===== src/rtl/keypad_event_queue_if.sv =====
// CPU-side bus of the keypad event queue: raw key pins, bank-select/load strobes, read data and irq.
interface keypad_event_queue_if;
   logic [7:0]  keypad;
   logic        en;
   logic        memRead;
   logic        addrSel;
   logic [31:0] rdata;
   logic        irq;

   modport master (
      output keypad,
      output en,
      output memRead,
      output addrSel,
      input  rdata,
      input  irq
   );

   modport slave (
      input  keypad,
      input  en,
      input  memRead,
      input  addrSel,
      output rdata,
      output irq
   );
endinterface


===== src/rtl/keypad_event_queue.sv =====
// Keypad stage: 2-flop sync, per-line debounce, edge events into a FIFO popped by CPU DATA loads.
// Release events exist only when KEYPAD_RELEASE_EVENTS_EN is defined; otherwise only presses are queued.
module keypad_event_queue #(
   parameter int unsigned DEBOUNCE_CYCLES = 16,
   parameter int unsigned FIFO_DEPTH      = 8,
   parameter int unsigned CNT_W           = 4
) (
   input  logic                 slowClk,
   input  logic                 reset,
   keypad_event_queue_if.slave  bus
);

   localparam int unsigned PTR_W   = $clog2(FIFO_DEPTH);
   localparam logic [7:0]  DB_LAST = 8'(DEBOUNCE_CYCLES - 1);
`ifdef KEYPAD_RELEASE_EVENTS_EN
   localparam int unsigned NPEND   = 16;
`else
   localparam int unsigned NPEND   = 8;
`endif
   localparam int unsigned SEL_W   = $clog2(NPEND);

   logic [7:0]        sync1_q, sync1_d;
   logic [7:0]        sync2_q, sync2_d;
   logic [7:0]        stable_q, stable_d;
   logic [7:0][7:0]   cnt_q, cnt_d;
   logic [NPEND-1:0]  pend_q, pend_d;
   logic [PTR_W-1:0]  wr_ptr_q, wr_ptr_d;
   logic [PTR_W-1:0]  rd_ptr_q, rd_ptr_d;
   logic [CNT_W-1:0]  count_q, count_d;
   logic              ovf_q, ovf_d;
   logic [7:0]        mem_q [FIFO_DEPTH];

   logic [7:0]        rise;
   logic [NPEND-1:0]  pend_set;
   logic [NPEND-1:0]  pend_clr;
   logic [SEL_W-1:0]  sel_idx;
   logic [7:0]        push_code;
   logic              push_req;
   logic              empty;
   logic              full;
   logic              pop;
   logic              push;
   logic              drop;
   logic              stat_rd;
   logic [31:0]       rdata;

   // Debounce: a line must disagree with its stable value for DEBOUNCE_CYCLES
   // consecutive samples of sync2 before the stable value flips.
   always_comb begin
      sync1_d  = bus.keypad;
      sync2_d  = sync1_q;
      stable_d = stable_q;
      cnt_d    = cnt_q;
      for (int i = 0; i < 8; i++) begin
         if (sync2_q[i] == stable_q[i]) begin
            cnt_d[i] = 8'd0;
         end else if (cnt_q[i] == DB_LAST) begin
            cnt_d[i]    = 8'd0;
            stable_d[i] = ~stable_q[i];
         end else begin
            cnt_d[i] = cnt_q[i] + 8'd1;
         end
      end
   end

   assign rise = stable_d & ~stable_q;

`ifdef KEYPAD_RELEASE_EVENTS_EN
   logic [7:0] fall;
   assign fall     = ~stable_d & stable_q;
   assign pend_set = {fall, rise};
`else
   assign pend_set = rise;
`endif

   // Lowest set pending bit wins; presses occupy the low half so they beat releases.
   always_comb begin
      sel_idx = '0;
      for (int i = NPEND - 1; i >= 0; i--) begin
         if (pend_q[i]) begin
            sel_idx = SEL_W'(i);
         end
      end
   end

   assign push_req = |pend_q;

`ifdef KEYPAD_RELEASE_EVENTS_EN
   assign push_code = {sel_idx[3], 4'b0000, sel_idx[2:0]};
`else
   assign push_code = {5'b00000, sel_idx};
`endif

   always_comb begin
      pend_clr = '0;
      if (push_req) begin
         pend_clr[sel_idx] = 1'b1;
      end
      pend_d = (pend_q & ~pend_clr) | pend_set;
   end

   assign empty   = (count_q == '0);
   assign full    = (count_q == CNT_W'(FIFO_DEPTH));
   assign pop     = bus.en & bus.memRead & ~bus.addrSel & ~empty;
   assign stat_rd = bus.en & bus.memRead & bus.addrSel;
   // A pop in the same cycle frees the slot, so a full queue still accepts the push.
   assign push    = push_req & (~full | pop);
   assign drop    = push_req & full & ~pop;

   always_comb begin
      wr_ptr_d = wr_ptr_q;
      rd_ptr_d = rd_ptr_q;
      count_d  = count_q;
      ovf_d    = ovf_q;
      if (push) begin
         wr_ptr_d = wr_ptr_q + PTR_W'(1);
      end
      if (pop) begin
         rd_ptr_d = rd_ptr_q + PTR_W'(1);
      end
      case ({push, pop})
         2'b10:   count_d = count_q + CNT_W'(1);
         2'b01:   count_d = count_q - CNT_W'(1);
         default: count_d = count_q;
      endcase
      if (drop) begin
         ovf_d = 1'b1;
      end else if (stat_rd) begin
         ovf_d = 1'b0;
      end
   end

   always_ff @(posedge slowClk) begin
      if (reset) begin
         sync1_q  <= '0;
         sync2_q  <= '0;
         stable_q <= '0;
         cnt_q    <= '0;
         pend_q   <= '0;
         wr_ptr_q <= '0;
         rd_ptr_q <= '0;
         count_q  <= '0;
         ovf_q    <= 1'b0;
      end else begin
         sync1_q  <= sync1_d;
         sync2_q  <= sync2_d;
         stable_q <= stable_d;
         cnt_q    <= cnt_d;
         pend_q   <= pend_d;
         wr_ptr_q <= wr_ptr_d;
         rd_ptr_q <= rd_ptr_d;
         count_q  <= count_d;
         ovf_q    <= ovf_d;
      end
   end

   // Storage needs no reset: reads are masked by count.
   always_ff @(posedge slowClk) begin
      if (push && !reset) begin
         mem_q[wr_ptr_q] <= push_code;
      end
   end

   always_comb begin
      rdata = '0;
      if (bus.en) begin
         if (!bus.addrSel) begin
            if (!empty) begin
               rdata[7:0] = mem_q[rd_ptr_q];
            end
            rdata[8] = ~empty;
         end else begin
            rdata[CNT_W-1:0] = count_q;
            rdata[15:8]      = stable_q;
            rdata[16]        = ovf_q;
         end
      end
   end

   assign bus.rdata = rdata;
   assign bus.irq   = ~empty;

endmodule


===== src/flat_wrapper.sv =====
// flat-port wrapper written by rule: the top's interface ports become plain ports
module keypad_event_queue_flat 
#(
   parameter int unsigned DEBOUNCE_CYCLES = 16,
   parameter int unsigned FIFO_DEPTH      = 8,
   parameter int unsigned CNT_W           = 4
)
  (slowClk, reset, bus_keypad, bus_en, bus_memRead, bus_addrSel, bus_rdata, bus_irq);
  keypad_event_queue_if bus_i ();
  input  logic slowClk;
  input  logic reset;
  input wire logic [$bits(bus_i.keypad)-1:0] bus_keypad;
  input wire logic [$bits(bus_i.en)-1:0] bus_en;
  input wire logic [$bits(bus_i.memRead)-1:0] bus_memRead;
  input wire logic [$bits(bus_i.addrSel)-1:0] bus_addrSel;
  output wire logic [$bits(bus_i.rdata)-1:0] bus_rdata;
  output wire logic [$bits(bus_i.irq)-1:0] bus_irq;
  assign bus_i.keypad = bus_keypad;
  assign bus_i.en = bus_en;
  assign bus_i.memRead = bus_memRead;
  assign bus_i.addrSel = bus_addrSel;
  assign bus_rdata = bus_i.rdata;
  assign bus_irq = bus_i.irq;
  keypad_event_queue #(.DEBOUNCE_CYCLES(DEBOUNCE_CYCLES), .FIFO_DEPTH(FIFO_DEPTH), .CNT_W(CNT_W)) u_core (.slowClk(slowClk), .reset(reset), .bus(bus_i));
endmodule

===== config.mk =====
export PLATFORM = sky130hd
export DESIGN_NAME = keypad_event_queue_flat
export DESIGN_NICKNAME = d
export VERILOG_FILES = /design/src/rtl/keypad_event_queue_if.sv /design/src/rtl/keypad_event_queue.sv /design/src/flat_wrapper.sv
export SDC_FILE = /design/constraint.sdc
export NUM_CORES = 1
export LEC_CHECK = 0
export CAP_MARGIN = 20
export CELL_PAD_IN_SITES_DETAIL_PLACEMENT = 0
export CELL_PAD_IN_SITES_GLOBAL_PLACEMENT = 1
export CORE_UTILIZATION = 45
export DETAILED_ROUTE_END_ITERATION = 8
export HOLD_SLACK_MARGIN = 0.02
export PLACE_DENSITY_LB_ADDON = 0.15
export SLEW_MARGIN = 20
export SYNTH_ARGS = -nofsm -noshare
export SYNTH_HDL_FRONTEND = slang
export SYNTH_SLANG_ARGS = --single-unit

===== constraint.sdc =====
create_clock -name slowClk -period 3.12 [get_ports slowClk]
set_input_delay 0.936 -clock slowClk [delete_from_list [all_inputs] [get_ports slowClk]]
set_output_delay 0.936 -clock slowClk [all_outputs]
set_load 0.01 [all_outputs]

After elaboration in Yosys (flattened, before gate mapping)

Memory sizes are Yosys's and may differ from the RTL's. A register that Yosys moved wholly into a read port is not among the register bits.
Cells that the tools add are included.

Add/subtract/negate cells: 12
Bitwise gates (word level): 25
Reductions and logical operators: 15
Equal/unequal tests: 19
Order comparisons: 2
Mux-type cells: 40

Operator list:

| operator              | number |
|---|---|
| $add A8 B1 Y8 const B | 8 |
| $eq A8 B4 Y1 const B  | 8 |
| $mux W3               | 10 |
| $mux W8               | 3 |
| $reduce_or A3 Y1      | 8 |
| $mux W1               | 22 |
| $mux W17              | 1 |
| $and A8 B8 Y8         | 2 |
| $not A8 Y8            | 2 |
| $not A1 Y1            | 12 |
| $eq A1 B1 Y1          | 8 |
| $mux W4               | 2 |
| $or A8 B8 Y8          | 1 |
| $pmux W4 S2           | 1 |
| $reduce_or A8 Y1      | 1 |
| $and A1 B1 Y1         | 7 |
| $add A3 B1 Y3 const B | 2 |
| $add A4 B1 Y4 const B | 1 |
| $eq A4 B4 Y1 const B  | 1 |
| $logic_not A4 Y1      | 1 |
| $lt A3 B4 Y1 const B  | 1 |
| $reduce_bool A2 Y1    | 2 |
| $sub A4 B1 Y4 const B | 1 |
| $demux W1 S3          | 1 |
| other kinds (6)       | 7 |

Memories kept: 1
Memory bits (writable): 24
Output and inout bits: 33
Logic and storage cells: 130
Register bits after elaboration: 107
Input port bits: 13

Memory list:

| name         | depth | width | read ports | clocked after Yosys merged registers in | wr ports | RTL line                 | text |
|---|---|---|---|---|---|---|---|
| u_core.mem_q | 8     | 3     | 1          | 1                                       | 1        | keypad_event_queue.sv:31 | `logic [7:0] mem_q [FIFO_DEPTH];` |

Depth between registers and ports, before layout

Gate-level depths: netlist (run 1).

Depth in word-level cells: 16
Depth in mapped cells: 11
Gate-level depth less buffers: 10

Worst setup path before layout (run 1)

Ideal clock, no wire load.

Path kind: input to register
From: in bus_addrSel
To: reg u_core.count_q[2]
Buffers on the path: 0
Slack: 0.311 ns
Arrival time: 2.738 ns
Required time: 3.050 ns
Stages: 10
Library setup time: 0.070 ns
Cells stage by stage: and3b_1 > a2bb2oi_2 > inv_1 > ha_1 > xor2_1 > ha_1 > a21oi_1 > xor2_1 > or3_1 > a21oi_1

Word-level cells in the longest chain between the ends: 7
Elaborated cells between the ends (all ways): 9
Those cells by class: 2 x eq/ne; 1 x mux; 5 x bitwise; 1 x reduce/logical

Ends and longest elaborated chain:

| item                                              | RTL line                  | text |
|---|---|---|
| from (decl)                                       | flat_wrapper.sv:15        | `input wire logic [$bits(bus_i.addrSel)-1:0] bus_addrSel;` |
| $not A1 Y1 (*)                                    | keypad_event_queue.sv:104 | `assign pop = bus.en & bus.memRead & ~bus.addrSel & ~empty;` |
| $and A1 B1 Y1 (*) (2 in series)                   | keypad_event_queue.sv:104 |  |
| $or A1 B1 Y1                                      | keypad_event_queue.sv:107 | `assign push = push_req & (~full \| pop);` |
| $and A1 B1 Y1                                     | keypad_event_queue.sv:107 |  |
| $eq A2 B1 Y1 or $eq A2 B2 Y1 (tied branches)      | keypad_event_queue.sv:121 | `case ({push, pop})` |
| $pmux W4 S2 or $reduce_bool A2 Y1 (tied branches) | n/a                       |  |
| to (signal assigned)                              | keypad_event_queue.sv:152 | `count_q <= count_d;` |
| to (decl)                                         | keypad_event_queue.sv:29  | `logic [CNT_W-1:0] count_q, count_d;` |

Every way passes the cells marked *; elsewhere a longest branch is shown, timed or not.
A chain may end at the register's enable or synchronous reset.

Worst setup path in the final report (run 1)

From: in bus_en
To: out bus_rdata[9]

Word-level cells in the longest chain between the ends: 1

Ends and longest elaborated chain:

| item        | RTL line                  | text |
|---|---|---|
| from (decl) | flat_wrapper.sv:13        | `input wire logic [$bits(bus_i.en)-1:0] bus_en;` |
| $mux W17    | keypad_event_queue.sv:166 | `if (bus.en) begin` |
| to (decl)   | flat_wrapper.sv:16        | `output wire logic [$bits(bus_i.rdata)-1:0] bus_rdata;` |

Every way passes these cells.

==> results.cfg, run 1 <==
[setup_path]
crit_type = primary input to primary output
crit_fanout = 5
required_ns = 2.18
end_kind = primary output
critPathLaunchType = primary input
cp.arrival_ns = 2.15

[sta]
period_needed_ns = 3.09
relSlewSlack = 0.403
report.final.slew_viol_count = 0
fin_crit_sh = 0.989
fmax_mhz = 324
tightestPinTransition_ns = 0.888
rsz0062_at_grt = no
setup_viol = 0
clock-skew-final_ns = 0.00690
hold_viol = 0

[cts]
cts_max_level = 4
clk_pin_slew_ns = 0.06
cts_inserted_buffers = 17
clockRootBuffer = clkbuf_16
clk-insertion-delay-late_ns = 0.42
clk_path_buf_depth = 2
hold_buffers = 0
tritoncts = built
cts_sinks = 134

[placed_design]
dp_hpwl_um = 6850
place_area_mm2 = 0.00602
io_buffers = 26
dpl.cell_count = 748
routabilityCongestion = 0.786

[global_routing]
grt_max_degree = 34
grt-ovfl-total = 0
grt_pass1_wl_um = 16900
first_global_vias = 3590
grtUsageTotal = 0.170
antenna_found_initial = 0

[synthesis]
synthArstFlopShare = 0
postSynthCellCount = 557
yosysWarnings = 0
ys.flop_type = dfxtp_1
synth_top_area_cell = dfxtp_1
syn_area_per_cell_um2 = 10.1
synth-edff-count = 24
synth_cell_types = 50
yosys-top-cells-area = dfxtp_1 39%, edfxtp_1 13%, nor2_1 6.3%, xnor2_1 5.3%, xor2_1 4.4%
ys_seq_elements = 134
syn-cell-area_mm2 = 0.00560
synth_top_area_frac = 0.393
ys_seq_area_frac = 0.522

[route]
drt-total-wl_um = 10000
vias = 3788
ant_nets = 0
vias_per_cell = 4.85
drcViolationCount = 0
firstDrtPassIters = 4
drtIter0Drc = 172
wl_per_cell_um = 12.8

[cells_and_area]
syn_to_final_growth_pct = 19.6
nNetsFinal = 626
stdcell_area_mm2 = 0.00670
drive_gt1_frac = 0.104
fillCellCount = 1041
fin_cells = 781
diodes = 0

[power_and_ir_drop]
vdd_ir_drop_max_uv = 375
p_leak_nw = 2.51
powerDensity_mw_per_mm2 = 608

[floorplanning]
boundaryPins = 46
die_w_um = 114
die_area_mm2 = 0.0129
die_h_um = 114
start_util = 0.464
std_cell_rows = 40
coreArea_mm2 = 0.0121

[status]
outcome = finished clean

[run]
maxCapViolCount = 0

[worst_hold_path]
hold_path.class = register to register
[area by class of cell]
| type | instances | area, um^2 | area share |
|---|---|---|---|
| clock buffers | 20 | 467 | 0.0697 |
| clock inverters | 12 | 196 | 0.0293 |
| inverters | 14 | 52.6 | 0.00785 |
| multi-input cells | 391 | 2470 | 0.369 |
| flip-flops and latches | 134 | 2920 | 0.437 |
| well taps | 168 | 210 | 0.0314 |
| repair buffers | 42 | 375 | 0.0561 |
[synthesized netlist by cell type, types with 2 or more instances]
master	count
nor2_1	94
and3_1	12
and2_1	2
nor4_1	3
xor2_1	28
buf_4	19
edfxtp_1	24
nand3b_1	4
or4_1	8
xnor2_1	34
mux2i_1	7
or3_1	8
clkbuf_1	6
o31ai_1	2
buf_1	2
nor2b_1	24
mux4_2	6
a21oi_1	16
inv_1	14
nor3b_1	2
clkbuf_2	4
nand2b_1	2
nor3_1	7
nand3_1	16
a32oi_1	2
nand2_1	39
and4_1	5
buf_2	4
ha_1	13
and3b_1	3
nand4_1	7
dfxtp_1	110
o21ai_0	13
[layout by cell type, fill, tap and decap left out, types with 3 or more instances in the layout]
master / synthesis / layout
a21oi_1: 16 / 16
and3_1: 12 / 12
and3b_1: 3 / 3
and4_1: 5 / 5
buf_4: 19 / 14
bufinv_16: 0 / 5
clkbuf_16: 0 / 17
clkbuf_8: 0 / 3
clkdlybuf4s50_1: 0 / 18
clkinv_2: 0 / 3
conb_1: 1 / 19
dfxtp_1: 110 / 109
dlygate4sd2_1: 0 / 6
edfxtp_1: 24 / 24
ha_1: 13 / 13
inv_1: 14 / 14
mux2i_1: 7 / 7
mux4_2: 6 / 6
nand2_1: 39 / 39
nand3_1: 16 / 16
nand3b_1: 4 / 4
nand4_1: 7 / 7
nor2_1: 94 / 94
nor2b_1: 24 / 23
nor3_1: 7 / 7
nor4_1: 3 / 3
o21ai_0: 13 / 13
or3_1: 8 / 8
or4_1: 8 / 8
xnor2_1: 34 / 34
xor2_1: 28 / 28
[metal layers]
layer	global-route usage	share of wire	vias up
met3	0.0600	0.037	11
met5	0	0	-
met4	0.0675	0.012	0
met1	0.217	0.49	1777
li1	-	-	1937
met2	0.265	0.46	63
[report_power, final]
group / switching [mW] / internal (mW)
clock network: 0.737 / 1.48
logic: 0.0460 / 0.0307
registers: 0.00720 / 1.77
[critical path, cell delays in order]
cell and delay, ns:
clkdlybuf4s15_1 0.31, buf_6 0.19, and3_1 0.17, clkdlybuf4s50_1 0.54
[worst paths after layout]
check | from | endpoint | slack [ns] | cells after the start
hold / removal | u_core.sync1_q[1] | u_core.sync2_q[1] | 0.44 | 1
hold reg to reg | u_core.sync1_q[1] | u_core.sync2_q[1] | 0.44 | 1
setup reg to reg | u_core.count_q[0] | u_core.count_q[2] | 0.64 | 10
setup / recovery | bus_en | bus_rdata[9] | 0.03 | 4
[flip-flops by register name, indices dropped and copies added, names as in the netlist, named ones only]
signal and count:
u_core.cnt_q 64, u_core.mem_q 24, u_core.pend_q 8, u_core.stable_q 8, u_core.sync1_q 8, u_core.sync2_q 8
u_core.count_q 4, u_core.rd_ptr_q 3, u_core.wr_ptr_q 3, u_core.ovf_q 1
[kinds of logic (layout without fill, tap and decap cells)]
logic type | Yosys count | count (layout) | synth area share
xor gates and xnor gates | 62 | 62 | 0.0970
adders and majority gates | 13 | 13 | 0.0290
muxes | 15 | 15 | 0.0407
DFF | 134 | 134 | 0.522
and+or+nand+nor | 242 | 242 | 0.218
other | 1 | 19 | 0.000670
AOI/OAI and AO/OA | 40 | 40 | 0.0431
buffers and inverters | 50 | 88 | 0.0494
[through the flow]
stage	setup TNS (ns)	hold WS, ns	setup WS [ns]	utilization	power, mW
after global placement	-2.60	0.423	-0.247	0.499	1.88
after global routing	0	0.459	0.00452	0.555	4.20
after floorplan	0	0.413	0.311	-	1.87
final	0	0.437	0.0343	0.555	4.07
after detailed placement	-3.12	0.429	-0.290	0.499	1.89
after CTS	0	0.443	0.00997	0.555	4.11
[timing repair]
action / 4_1_cts / 5_1_grt
cloned: 1 / 0
resized for setup: 11 / 2
setup endpoints to repair: 12 / 7
buffers inserted: 0 / 0
No activity file was read; power rests on OpenSTA's default activity.
==> run 2: changes to the inputs <==
CORE_UTILIZATION = 30   (was 45)
==> results.cfg, run 2 (same netlist as run 1, synthesis figures left out) <==
[route]
firstDrtPassIters = 8
ant_nets = 0
wl_per_cell_um = 12.8
drtIter0Drc = 179
vias = 3771
vias_per_cell = 4.47
drt-total-wl_um = 10800
drcViolationCount = 24

[run]
maxCapViolCount = 0

[cells_and_area]
stdcell_area_mm2 = 0.00672
multi_input_area_mm2 = 0.00247
top_regs = u_core.cnt_q x64, u_core.mem_q x24
fillCellCount = 1807
fin_cells = 844
top_register = u_core.cnt_q
syn_to_final_growth_pct = 20.0
mostFrequentLayoutCells = 109 x dfxtp_1, 94 x nor2_1, 39 x nand2_1, 34 x xnor2_1, 28 x xor2_1
drive_gt1_frac = 0.104
seq_area_mm2 = 0.00292
layout_commonest_cell = dfxtp_1
nNetsFinal = 628
largest_register_ff_count = 64

[setup_path]
critPathSlowestCell = clkdlybuf4s50_1
crit_type = primary input to primary output
critPathLaunchType = primary input
cp_top_family = buffers and inverters
cp.arrival_ns = 2.13
path_buf_inv = 3
crit_fanout = 11
required_ns = 2.18
critical_path.cell_chain = dlygate4sd2_1 > buf_12 > and3_1 > clkdlybuf4s50_1
slowest_delay_ns = 0.54
end_kind = primary output

[cts]
cts_sinks = 134
cts_max_level = 4
cts_inserted_buffers = 17
clk_path_buf_depth = 2
tritoncts = built
clk-insertion-delay-late_ns = 0.41
clk_pin_slew_ns = 0.05
clockRootBuffer = clkbuf_16
hold_buffers = 0

[sta]
totalNegativeSetupSlack_ns = 0
period_needed_ns = 3.07
fmax_mhz = 326
setup_viol = 0
hold_viol = 0
report.final.slew_viol_count = 0
relSlewSlack = 0.428
rsz0062_at_grt = no
setup_slack_ns = 0.0521
tightestPinTransition_ns = 0.851
fin_crit_sh = 0.983
clock-skew-final_ns = 0.00475

[floorplanning]
die_w_um = 139
boundaryPins = 46
die_h_um = 139
die_area_mm2 = 0.0192
coreArea_mm2 = 0.0181
std_cell_rows = 49
start_util = 0.309

[status]
outcome = complete, but fails checks
violations = design-rule violations

[global_routing]
grtUsageTotal = 0.122
grt-ovfl-total = 0
grt_max_degree = 29
antenna_found_initial = 0
first_global_vias = 3678
grt_pass1_wl_um = 18200

[placed_design]
place_area_mm2 = 0.00613
io_buffers = 26
routabilityCongestion = 0.710
dp_hpwl_um = 7510
dpl.cell_count = 811
place_ws_ns = -0.339

[power_and_ir_drop]
seqPwrFrac = 0.465
swShare = 0.201
p_clk_frac = 0.515
p_leak_nw = 2.47
vdd_ir_drop_max_uv = 388
p_sw_mw = 0.768
powerDensity_mw_per_mm2 = 568
internal-power_mw = 3.05
combPwrFrac = 0.021

[worst_hold_path]
hold_path.class = register to register
run 2: worst paths after layout:
check                    startpoint  slack, ns  cells past startpoint                end
hold reg to reg   u_core.sync1_q[0]       0.43                      1  u_core.sync2_q[0]
hold / removal    u_core.sync1_q[0]       0.43                      1  u_core.sync2_q[0]
setup / recovery        bus_addrSel       0.05                      4      bus_rdata[12]
setup reg to reg  u_core.count_q[1]       0.65                     11  u_core.count_q[2]
run 2: power groups by stage:
stage                     sequential [mW]  combinational [mW]  clock [mW]
after floorplan                      1.81              0.0624           0
after global placement               1.81              0.0765           0
after detailed placement             1.81              0.0775           0
after CTS                            1.77              0.0798        2.03
after global routing                 1.78              0.0877        2.10
final                                1.77              0.0790        1.97
run 2: worst reg2reg max path: cells and delay by family (launching register included):
family,cells,cell delay [ns]
simple gates,2,0.84
compound gates,3,0.37
fa+ha+maj,2,0.34
xor+xnor,2,0.31
flops,1,0.30
buf+inv,2,0.25
run 2: layout make-up:
cell class                      instances  area share
Sequential cell                       134       0.435
Multi-Input combinational cell        391       0.368
Clock buffer                           23      0.0726
Timing Repair Buffer                   44      0.0594
Tap cell                              229      0.0426
Clock inverter                          8      0.0145
Inverter                               14     0.00782
Antenna cell                            1    0.000372
run 2: timing repair:
action	in CTS	in global routing
setup endpoints to repair	13	3
pin swaps	0	0
gates resized for setup	10	1
gates cloned	1	0
buffers inserted	0	0
run 2: metrics by stage:
step	hold WS, ns	util	total power [mW]
after floorplan	0.413	-	1.87
after global placement	0.424	0.338	1.89
after detailed placement	0.429	0.338	1.89
after CTS	0.441	0.370	3.88
after global routing	0.460	0.370	3.96
final	0.434	0.370	3.82
run 2: layer usage:
layer	up-vias	track usage	routed length [um]
met2	50	0.187	4850
met3	18	0.0321	337
met5	-	0	0
met1	1754	0.158	5390
li1	1949	-	-
met4	0	0.0608	216
